===== src/rtl/pds_pkg.sv =====
// Shared types and widths for the PDS port power sequencer.
// Provides the sequencer state enum and per-port field widths.
package pds_pkg;

    typedef enum logic [1:0] {
        SEQ_IDLE,
        SEQ_RAMP,
        SEQ_SHED
    } seq_state_t;

    localparam int PRIO_W = 2;
    localparam int PREQ_W = 4;

endpackage


===== src/rtl/pds_prio_pick.sv =====
// Priority picker over a port mask.
// MAX_NOT_MIN=1: highest prio, lowest index. MAX_NOT_MIN=0: lowest prio, highest index.
// Ports: mask (candidates), prio (PRIO_W bits per port), valid, idx.
module pds_prio_pick
    import pds_pkg::*;
#(
    parameter int numPorts    = 4,
    parameter bit MAX_NOT_MIN = 1'b1
) (
    input  logic [numPorts-1:0]        mask,
    input  logic [PRIO_W*numPorts-1:0] prio,
    output logic                       valid,
    output logic [3:0]                 idx
);

    logic [PRIO_W-1:0] best;
    logic [PRIO_W-1:0] p;

    // Scanning upward: strict > keeps the first (lowest) index on ties,
    // <= lets the last (highest) index win ties.
    always_comb begin
        valid = 1'b0;
        idx   = '0;
        best  = '0;
        p     = '0;
        for (int i = 0; i < numPorts; i++) begin
            if (mask[i]) begin
                p = prio[PRIO_W*i +: PRIO_W];
                if (!valid || (MAX_NOT_MIN ? (p > best) : (p <= best))) begin
                    valid = 1'b1;
                    idx   = 4'(i);
                    best  = p;
                end
            end
        end
    end

endmodule


===== src/rtl/pds_port_sequencer.sv =====
// Power-up scheduler: grants ports one at a time by priority within budget,
// spaces grants by RAMP_CYCLES, drops lost/forced-off ports, sheds on overdraw.
// Ports: clk, rst_n (sync, active-low), det, off, prio, pwr_req, pwr_bdj,
//        ports_off -> on, pwr_used, grant, grant_idx, busy
//        [+ shed_cnt when PDS_SEQ_SHED_CNT_EN is defined].
module pds_port_sequencer
    import pds_pkg::*;
#(
    parameter int numPorts    = 4,
    parameter int RAMP_CYCLES = 8
) (
    input  logic                       clk,
    input  logic                       rst_n,
    input  logic [numPorts-1:0]        det,
    input  logic [numPorts-1:0]        off,
    input  logic [PRIO_W*numPorts-1:0] prio,
    input  logic [PREQ_W*numPorts-1:0] pwr_req,
    input  logic [7:0]                 pwr_bdj,
    input  logic                       ports_off,
    output logic [numPorts-1:0]        on,
    output logic [7:0]                 pwr_used,
    output logic                       grant,
    output logic [3:0]                 grant_idx,
    output logic                       busy
`ifdef PDS_SEQ_SHED_CNT_EN
    ,
    output logic [7:0]                 shed_cnt
`endif
);

    localparam int CNT_W = (RAMP_CYCLES > 1) ? $clog2(RAMP_CYCLES) : 1;
    localparam logic [CNT_W-1:0] RAMP_LOAD = CNT_W'(RAMP_CYCLES - 1);

    seq_state_t           state;
    logic [CNT_W-1:0]     ramp_cnt;
    logic                 over;
    logic [numPorts-1:0]  drop_mask;
    logic [numPorts-1:0]  elig;
    logic [numPorts-1:0]  grant_set;
    logic [numPorts-1:0]  shed_clr;
    logic                 g_vld;
    logic [3:0]           g_idx;
    logic                 s_vld;
    logic [3:0]           s_idx;
    logic                 do_grant;
    logic                 do_shed;

    always_comb begin
        pwr_used = '0;
        for (int i = 0; i < numPorts; i++) begin
            if (on[i]) begin
                pwr_used = pwr_used + 8'(pwr_req[PREQ_W*i +: PREQ_W]);
            end
        end
    end

    // Fit test done in 9 bits so a near-full budget never wraps.
    always_comb begin
        elig = '0;
        for (int i = 0; i < numPorts; i++) begin
            elig[i] = det[i] & ~off[i] & ~on[i]
                    & (({1'b0, pwr_used} + 9'(pwr_req[PREQ_W*i +: PREQ_W]))
                       <= {1'b0, pwr_bdj});
        end
    end

    assign over      = pwr_used > pwr_bdj;
    assign drop_mask = on & (~det | off);

    pds_prio_pick #(
        .numPorts    (numPorts),
        .MAX_NOT_MIN (1'b1)
    ) u_grant_pick (
        .mask  (elig),
        .prio  (prio),
        .valid (g_vld),
        .idx   (g_idx)
    );

    // Ports already leaving via drop are not counted as shed victims.
    pds_prio_pick #(
        .numPorts    (numPorts),
        .MAX_NOT_MIN (1'b0)
    ) u_shed_pick (
        .mask  (on & ~drop_mask),
        .prio  (prio),
        .valid (s_vld),
        .idx   (s_idx)
    );

    assign do_grant  = (state == SEQ_IDLE) && !over && g_vld;
    assign do_shed   = (state == SEQ_SHED) && over && s_vld;
    assign grant_set = do_grant ? (numPorts'(1) << g_idx) : '0;
    assign shed_clr  = do_shed ? (numPorts'(1) << s_idx) : '0;
    assign busy      = (state != SEQ_IDLE);

    always_ff @(posedge clk) begin
        if (!rst_n) begin
            on        <= '0;
            grant     <= 1'b0;
            grant_idx <= '0;
            state     <= SEQ_IDLE;
            ramp_cnt  <= '0;
        end else if (ports_off) begin
            on       <= '0;
            grant    <= 1'b0;
            state    <= SEQ_IDLE;
            ramp_cnt <= '0;
        end else begin
            on    <= (on & ~drop_mask & ~shed_clr) | grant_set;
            grant <= do_grant;
            if (do_grant) begin
                grant_idx <= g_idx;
            end
            unique case (state)
                SEQ_IDLE: begin
                    if (over) begin
                        state <= SEQ_SHED;
                    end else if (g_vld) begin
                        state    <= SEQ_RAMP;
                        ramp_cnt <= RAMP_LOAD;
                    end
                end
                SEQ_RAMP: begin
                    if (over) begin
                        state <= SEQ_SHED;
                    end else if (ramp_cnt == '0) begin
                        state <= SEQ_IDLE;
                    end else begin
                        ramp_cnt <= ramp_cnt - 1'b1;
                    end
                end
                SEQ_SHED: begin
                    if (!over) begin
                        state <= SEQ_IDLE;
                    end
                end
                default: state <= SEQ_IDLE;
            endcase
        end
    end

`ifdef PDS_SEQ_SHED_CNT_EN
    always_ff @(posedge clk) begin
        if (!rst_n) begin
            shed_cnt <= '0;
        end else if (!ports_off && do_shed && shed_cnt != 8'hFF) begin
            shed_cnt <= shed_cnt + 8'd1;
        end
    end
`endif

endmodule


===== config.mk =====
export PLATFORM = sky130hd
export DESIGN_NAME = pds_port_sequencer
export DESIGN_NICKNAME = d
export VERILOG_FILES = /design/src/rtl/pds_pkg.sv /design/src/rtl/pds_prio_pick.sv /design/src/rtl/pds_port_sequencer.sv
export SDC_FILE = /design/constraint.sdc
export NUM_CORES = 1
export LEC_CHECK = 0
export ABC_AREA = 1
export CAP_MARGIN = 25
export CORE_MARGIN = 3
export CORE_UTILIZATION = 60
export DETAILED_ROUTE_END_ITERATION = 10
export PLACE_DENSITY = 0.9
export SKIP_CTS_REPAIR_TIMING = 1
export SLEW_MARGIN = 20
export SYNTH_ARGS = -nofsm -noshare
export SYNTH_HDL_FRONTEND = slang
export SYNTH_SLANG_ARGS = --single-unit

===== constraint.sdc =====
create_clock -name clk -period 24.4 [get_ports clk]
set_input_delay 4.88 -clock clk [delete_from_list [all_inputs] [get_ports clk]]
set_output_delay 4.88 -clock clk [all_outputs]
set_load 0.05 [all_outputs]

# Word level (Yosys, flattened, before mapping)
# Cells that the tools add are included.
# word_totals
word_cells	143
reg_bits	14
in_bits	43
# classes
eq_ne	9
reduce_logical	25
n_shift	2
n_mux	53
bitwise	30
magnitude_cmp	11
add_sub_neg	8
# ops
cell	n
$mux 4	13
$add 8x4->9	4
$le 9x8->1	4
$mux 2	15
$add 8x4->8	3
$mux 8	3
$mux 1	16
$and 1x1->1	12
$and 4x4->4	3
$mux 3	4
$not 4->4	3
$ne 2x2->1 const B	5
$not 1->1	10
$gt 8x8->1	1
$or 4x4->4	2
$shl 1x4->4 const A	2
$logic_not 1->1	7
$gt 2x2->1	3
$le 2x2->1	3
$logic_or 1x1->1	6
$ne 3x3->1 const B	2
$pmux 2 s3	1
$pmux 3 s2	1
$reduce_and 5->1	1
other kinds (10)	14

# Longest topological paths before layout
# logic_depth
depth_word	26
ltp_mapped	61
ltp_nobuf	60

# Cells and area by module
# A second synthesis with hierarchy kept.
# hier_totals
hier_cells	597
area_unflattened_um2	3766.1
# by_module_without_submodules
module	instances	area_each_um2	cells_per_inst
pds_port_sequencer	1	3168.0	488
pds_prio_pick (u_shed_pick)	1	306.5	55
pds_prio_pick (u_grant_pick)	1	291.5	54

# Least setup slack after synthesis
# OpenSTA, ideal clock, no wires.
# synth_timing
path_kind	input to register
from	input port pwr_req[0]
to	register on[0]
setup_slack_ns	10.591
required_ns	24.330
arrival_time_ns	13.739
path_stages	53
n_path_buf	0
cell_sequence	nand2_1 > inv_1 > ha_1 > inv_1 > fa_1 > o21ai_0 > inv_1 > fa_1 > o21ai_0 > inv_1 > fa_1 > o21ai_0 > inv_1 > fa_1 > nand3b_1 > and2_0 > inv_1 > xor2_2 > [... 17 more ...] > nand2_1 > o21ai_0 > ha_1 > inv_1 > nor2_1 > o21ai_0 > a21oi_1 > inv_1 > nand2_1 > o21ai_0 > ha_1 > inv_1 > nor2_1 > o21ai_0 > o211ai_1 > nor2_1 > nand2_1 > a21oi_1
# synth_between
elab_chain_len	26
# synth_rtl
element	line_no	source
start, declared	pds_port_sequencer.sv:17	input logic [PREQ_W*numPorts-1:0] pwr_req,
$mux 4 (*)	pds_port_sequencer.sv:51	if (on[i]) begin
$add 8x4->8	pds_port_sequencer.sv:52	pwr_used = pwr_used + 8'(pwr_req[PREQ_W*i +: PREQ_W]);
$mux 8 (*)	pds_port_sequencer.sv:51	
$add 8x4->8	pds_port_sequencer.sv:52	
$mux 8 (*)	pds_port_sequencer.sv:51	
$add 8x4->8	pds_port_sequencer.sv:52	
$mux 8 (*)	pds_port_sequencer.sv:51	
via pwr_used[1]	pds_port_sequencer.sv:21	output logic [7:0] pwr_used,
[... 11 more ...]	--	
$mux 2 or $mux 1 (tied branches)	pds_prio_pick.sv:27	if (mask[i]) begin
$gt 2x2->1 or $logic_not 1->1 (tied branches)	pds_prio_pick.sv:29	if (!valid || (MAX_NOT_MIN ? (p > best) : (p <= best))) begin
$logic_or 1x1->1	pds_prio_pick.sv:29	
$mux 4 or $mux 1 (tied branches)	pds_prio_pick.sv:29	
$mux 4 or $mux 1 (tied branches)	pds_prio_pick.sv:27	
$shl 1x4->4 or $logic_and 1x1->1 (tied branches)	pds_port_sequencer.sv:93, pds_port_sequencer.sv:91	
$mux 4	pds_port_sequencer.sv:93	assign grant_set = do_grant ? (numPorts'(1) << g_idx) : '0;
$or 4x4->4 (*)	pds_port_sequencer.sv:110	on <= (on & ~drop_mask & ~shed_clr) | grant_set;
end signal, assigned	pds_port_sequencer.sv:110	
end, declared	pds_port_sequencer.sv:20	output logic [numPorts-1:0] on,
# The timed path passes the listed nets; every way through them passes the cells marked *.
# A chain may end at the register's enable or synchronous reset.

# Final worst setup path
# layout_timing
from	input port pwr_req[0]
to	output port pwr_used[3]
# layout_between
elab_chain_len	7
# layout_rtl
element	line_no
$mux 4 (*)	pds_port_sequencer.sv:51
$add 8x4->8	pds_port_sequencer.sv:52
$mux 8 (*)	pds_port_sequencer.sv:51
$add 8x4->8	pds_port_sequencer.sv:52
$mux 8 (*)	pds_port_sequencer.sv:51
$add 8x4->8	pds_port_sequencer.sv:52
$mux 8 (*)	pds_port_sequencer.sv:51
end, declared	pds_port_sequencer.sv:21
# Mark *: on every way between the ends. The rest lies on a longest branch, timed or not.

==> impl_metrics.ini <==
[power]
clkPwrFrac_pct = 20.5
irDropWorstVdd_mv = 0.0184
p_leak_nw = 2.44
seqPwrFrac_pct = 19.5
p_sw_w = 0.0000493
p_sw_share_pct = 44.2
p_comb_share_pct = 60.0
power_density_nw_per_um2 = 26.1
p_int_w = 0.0000623

[critical_path]
crit_fanout = 6
cp_slowest_cell = clkdlybuf4s50_1
arrival_ns = 9.80
cp-end-kind = output port
path_class = input port to output port
cp_slowest_stage_delay_ns = 0.96
path_cells = clkdlybuf4s50_1, nand2_1, inv_1, ha_1, inv_1, fa_1, o21ai_0, inv_1, fa_1, xor2_1, o21ai_0, ha_1, a21oi_1, and2_1, xor2_1, o21ai_0, clkdlybuf4s50_1
cp-start-kind = input port
required_ns = 19.52

[sta]
fin_crit_ns = 14.68
relSlewSlack_pct = 42.6
hold_violations = 0
slew_violations = 0
worst_pin_slew_ns = 0.852
post-route-period-util_pct = 60.2
fin_ws_ns = 9.72
skew_ns = 0.000813
grt_setup_unrepaired = no
setup_viol = 0
setup_tns_ns = 0
clock.fmax_mhz = 68.1

[status]
outcome = finished, final reports clean

[synthesis]
synth.top_cell.area_share_pct = 28.4
seq_area_frac_synth_pct = 6.74
synth_cell_types = 31
syn_area_per_cell_um2 = 6.25
synth_area_um2 = 3560
synth_area_leader_cell = ha_1
ys_top_cells_by_area = ha_1 28%, nand2_1 15%, inv_1 12%
synth-seq-cells = 12
ys_warn_count = 0
synth_cells = 570

[floorplan]
initial_core_util_pct = 63.2
die_h_um = 83.1
core_area_um2 = 5640
rows = 27
fp.dieW_um = 83.1
dieArea_um2 = 6900
io_pins = 61

[placed_design]
numPortBuffers = 57
place_ws_ns = 9.78
gp_congestion = 0.929
place_hpwl_um = 7900
placedCellCount = 703

[detailed_routing]
drt-pass1-iter-count = 4
num_vias = 3804
initialDrtViolationCount = 166
detail-route-antenna-nets = 0
wire_per_inst_um = 12.9
vias_per_cell = 5.38
route.detailed.drc = 0
wirelength_um = 9100

[global_routing]
grt_max_degree = 14
grt_pass1_vias = 3585
grt_usage_pct = 26.5
grt-ovfl-total = 0
antenna_found_initial = 0
grt_pass1_wl_um = 15600

[cts]
clk_latency_ns = 0.25
clock-root-buffer = clkbuf_8
cts_sinks = 12
path_clk_slew_ns = 0.06
cts_tree = yes
ctsLongestPathBuffers = 2
cts_buffers = 3
htree_levels = 1

[run]
maxCapViolations = 0

[final_layout]
mostFrequentLayoutCell = nand2_1
final_cells = 707
mostFrequentLayoutCells = 145 x nand2_1, 114 x inv_1, 81 x ha_1, 57 x clkdlybuf4s50_1, 42 x a21oi_1
area_growth_pct = 20.2
layout.nets = 767
diodes = 0
drive_gt1_share_pct = 3.31

[min_path]
min_path_type = register to register
[logic make-up (layout without fill, tap and decap cells)]
group | count (synthesis) | count (layout) | share of synthesized area (%)
AND/OR/NAND/NOR | 247 | 247 | 29.9
AO/OA/AOI/OAI | 84 | 84 | 12.2
other | 1 | 7 | 0.105
XOR/XNOR | 18 | 18 | 5.37
flip-flops | 12 | 12 | 6.74
buffers and inverters | 120 | 179 | 13.3
adder cells (fa/ha/maj) | 88 | 88 | 32.4
[worst max-delay path, delay by kind of cell]
kind	cells	cell delay, ns
xor+xnor	2	0.22
compound gates	4	1.35
fa+ha+maj	4	1.41
buf+inv	5	1.70
simple gates	2	0.24
[synthesized netlist by cell type]
library cell	n
nand2_2	5
o21ai_1	4
conb_1	1
o211ai_1	2
xnor2_1	9
xor2_4	1
nor3_1	5
o21ai_0	32
buf_4	3
nor2_2	1
o21ai_2	1
nor2_1	39
nand2_4	4
and2_1	1
ha_1	81
buf_8	1
clkbuf_1	1
nand4_1	5
inv_1	114
and2_0	4
nand2_1	145
xor2_2	2
a21oi_1	42
fa_1	7
nand3b_1	6
xor2_1	6
a211oi_1	2
clkinv_1	1
o21a_1	1
dfxtp_1	12
nand3_1	32
[layer usage]
metal	global-route usage (%)	vias to the layer above	share of wire (%)	wire length, um
met2	47.0	106	49	4410
met1	33.7	1727	44	4040
met3	2.48	19	4.7	431
li1	-	1952	-	-
met4	8.47	0	2.3	210
met5	0	-	0	0
[layout make-up]
| class | count | area (um2) |
|---|---|---|
| Clock buffer | 4 | 55.1 |
| Fill cell | 456 | 1360 |
| Inverter | 115 | 432 |
| Multi-Input combinational cell | 444 | 2870 |
| Sequential cell | 12 | 240 |
| Tap cell | 72 | 90.1 |
| Timing Repair Buffer | 60 | 593 |
[power groups by stage]
stage	combinational (W)	clock, W	sequential [W]
CTS	0.0000668	0.0000231	0.0000217
finish	0.0000670	0.0000229	0.0000217
global placement	0.0000635	0	0.0000221
floorplan	0.0000427	0	0.0000241
detailed placement	0.0000663	0	0.0000221
global route	0.0000763	0.0000239	0.0000219
[flip-flops by register name, summed over array words and instances, names as in the netlist]
name       cells
on             4
ramp_cnt       3
grant          1
state          2
grant_idx      2
[final timing paths]
kind / from / to / slack (ns) / depth (start not counted)
setup / recovery: pwr_req[0] / pwr_used[3] / 9.72 / 17
hold / removal: state[1]$_SDFFE_PP0P_ / state[1]$_SDFFE_PP0P_ / 0.47 / 1
setup reg to reg: on[0]$_SDFF_PP0_ / on[0]$_SDFF_PP0_ / 14.92 / 54
hold reg to reg: state[1]$_SDFFE_PP0P_ / state[1]$_SDFFE_PP0P_ / 0.47 / 1
[per-stage QoR]
stage / utilization [%] / cell area, um2 / hold slack, ns / power [W]
floorplan: - / 3590 / 0.436 / 0.0000668
global placement: 75.0 / 4230 / 0.448 / 0.0000856
detailed placement: 75.0 / 4230 / 0.461 / 0.0000884
CTS: 75.9 / 4280 / 0.470 / 0.000112
global route: 75.9 / 4280 / 0.494 / 0.000122
finish: 75.9 / 4280 / 0.475 / 0.000112
(Power assumes the default switching activity.)
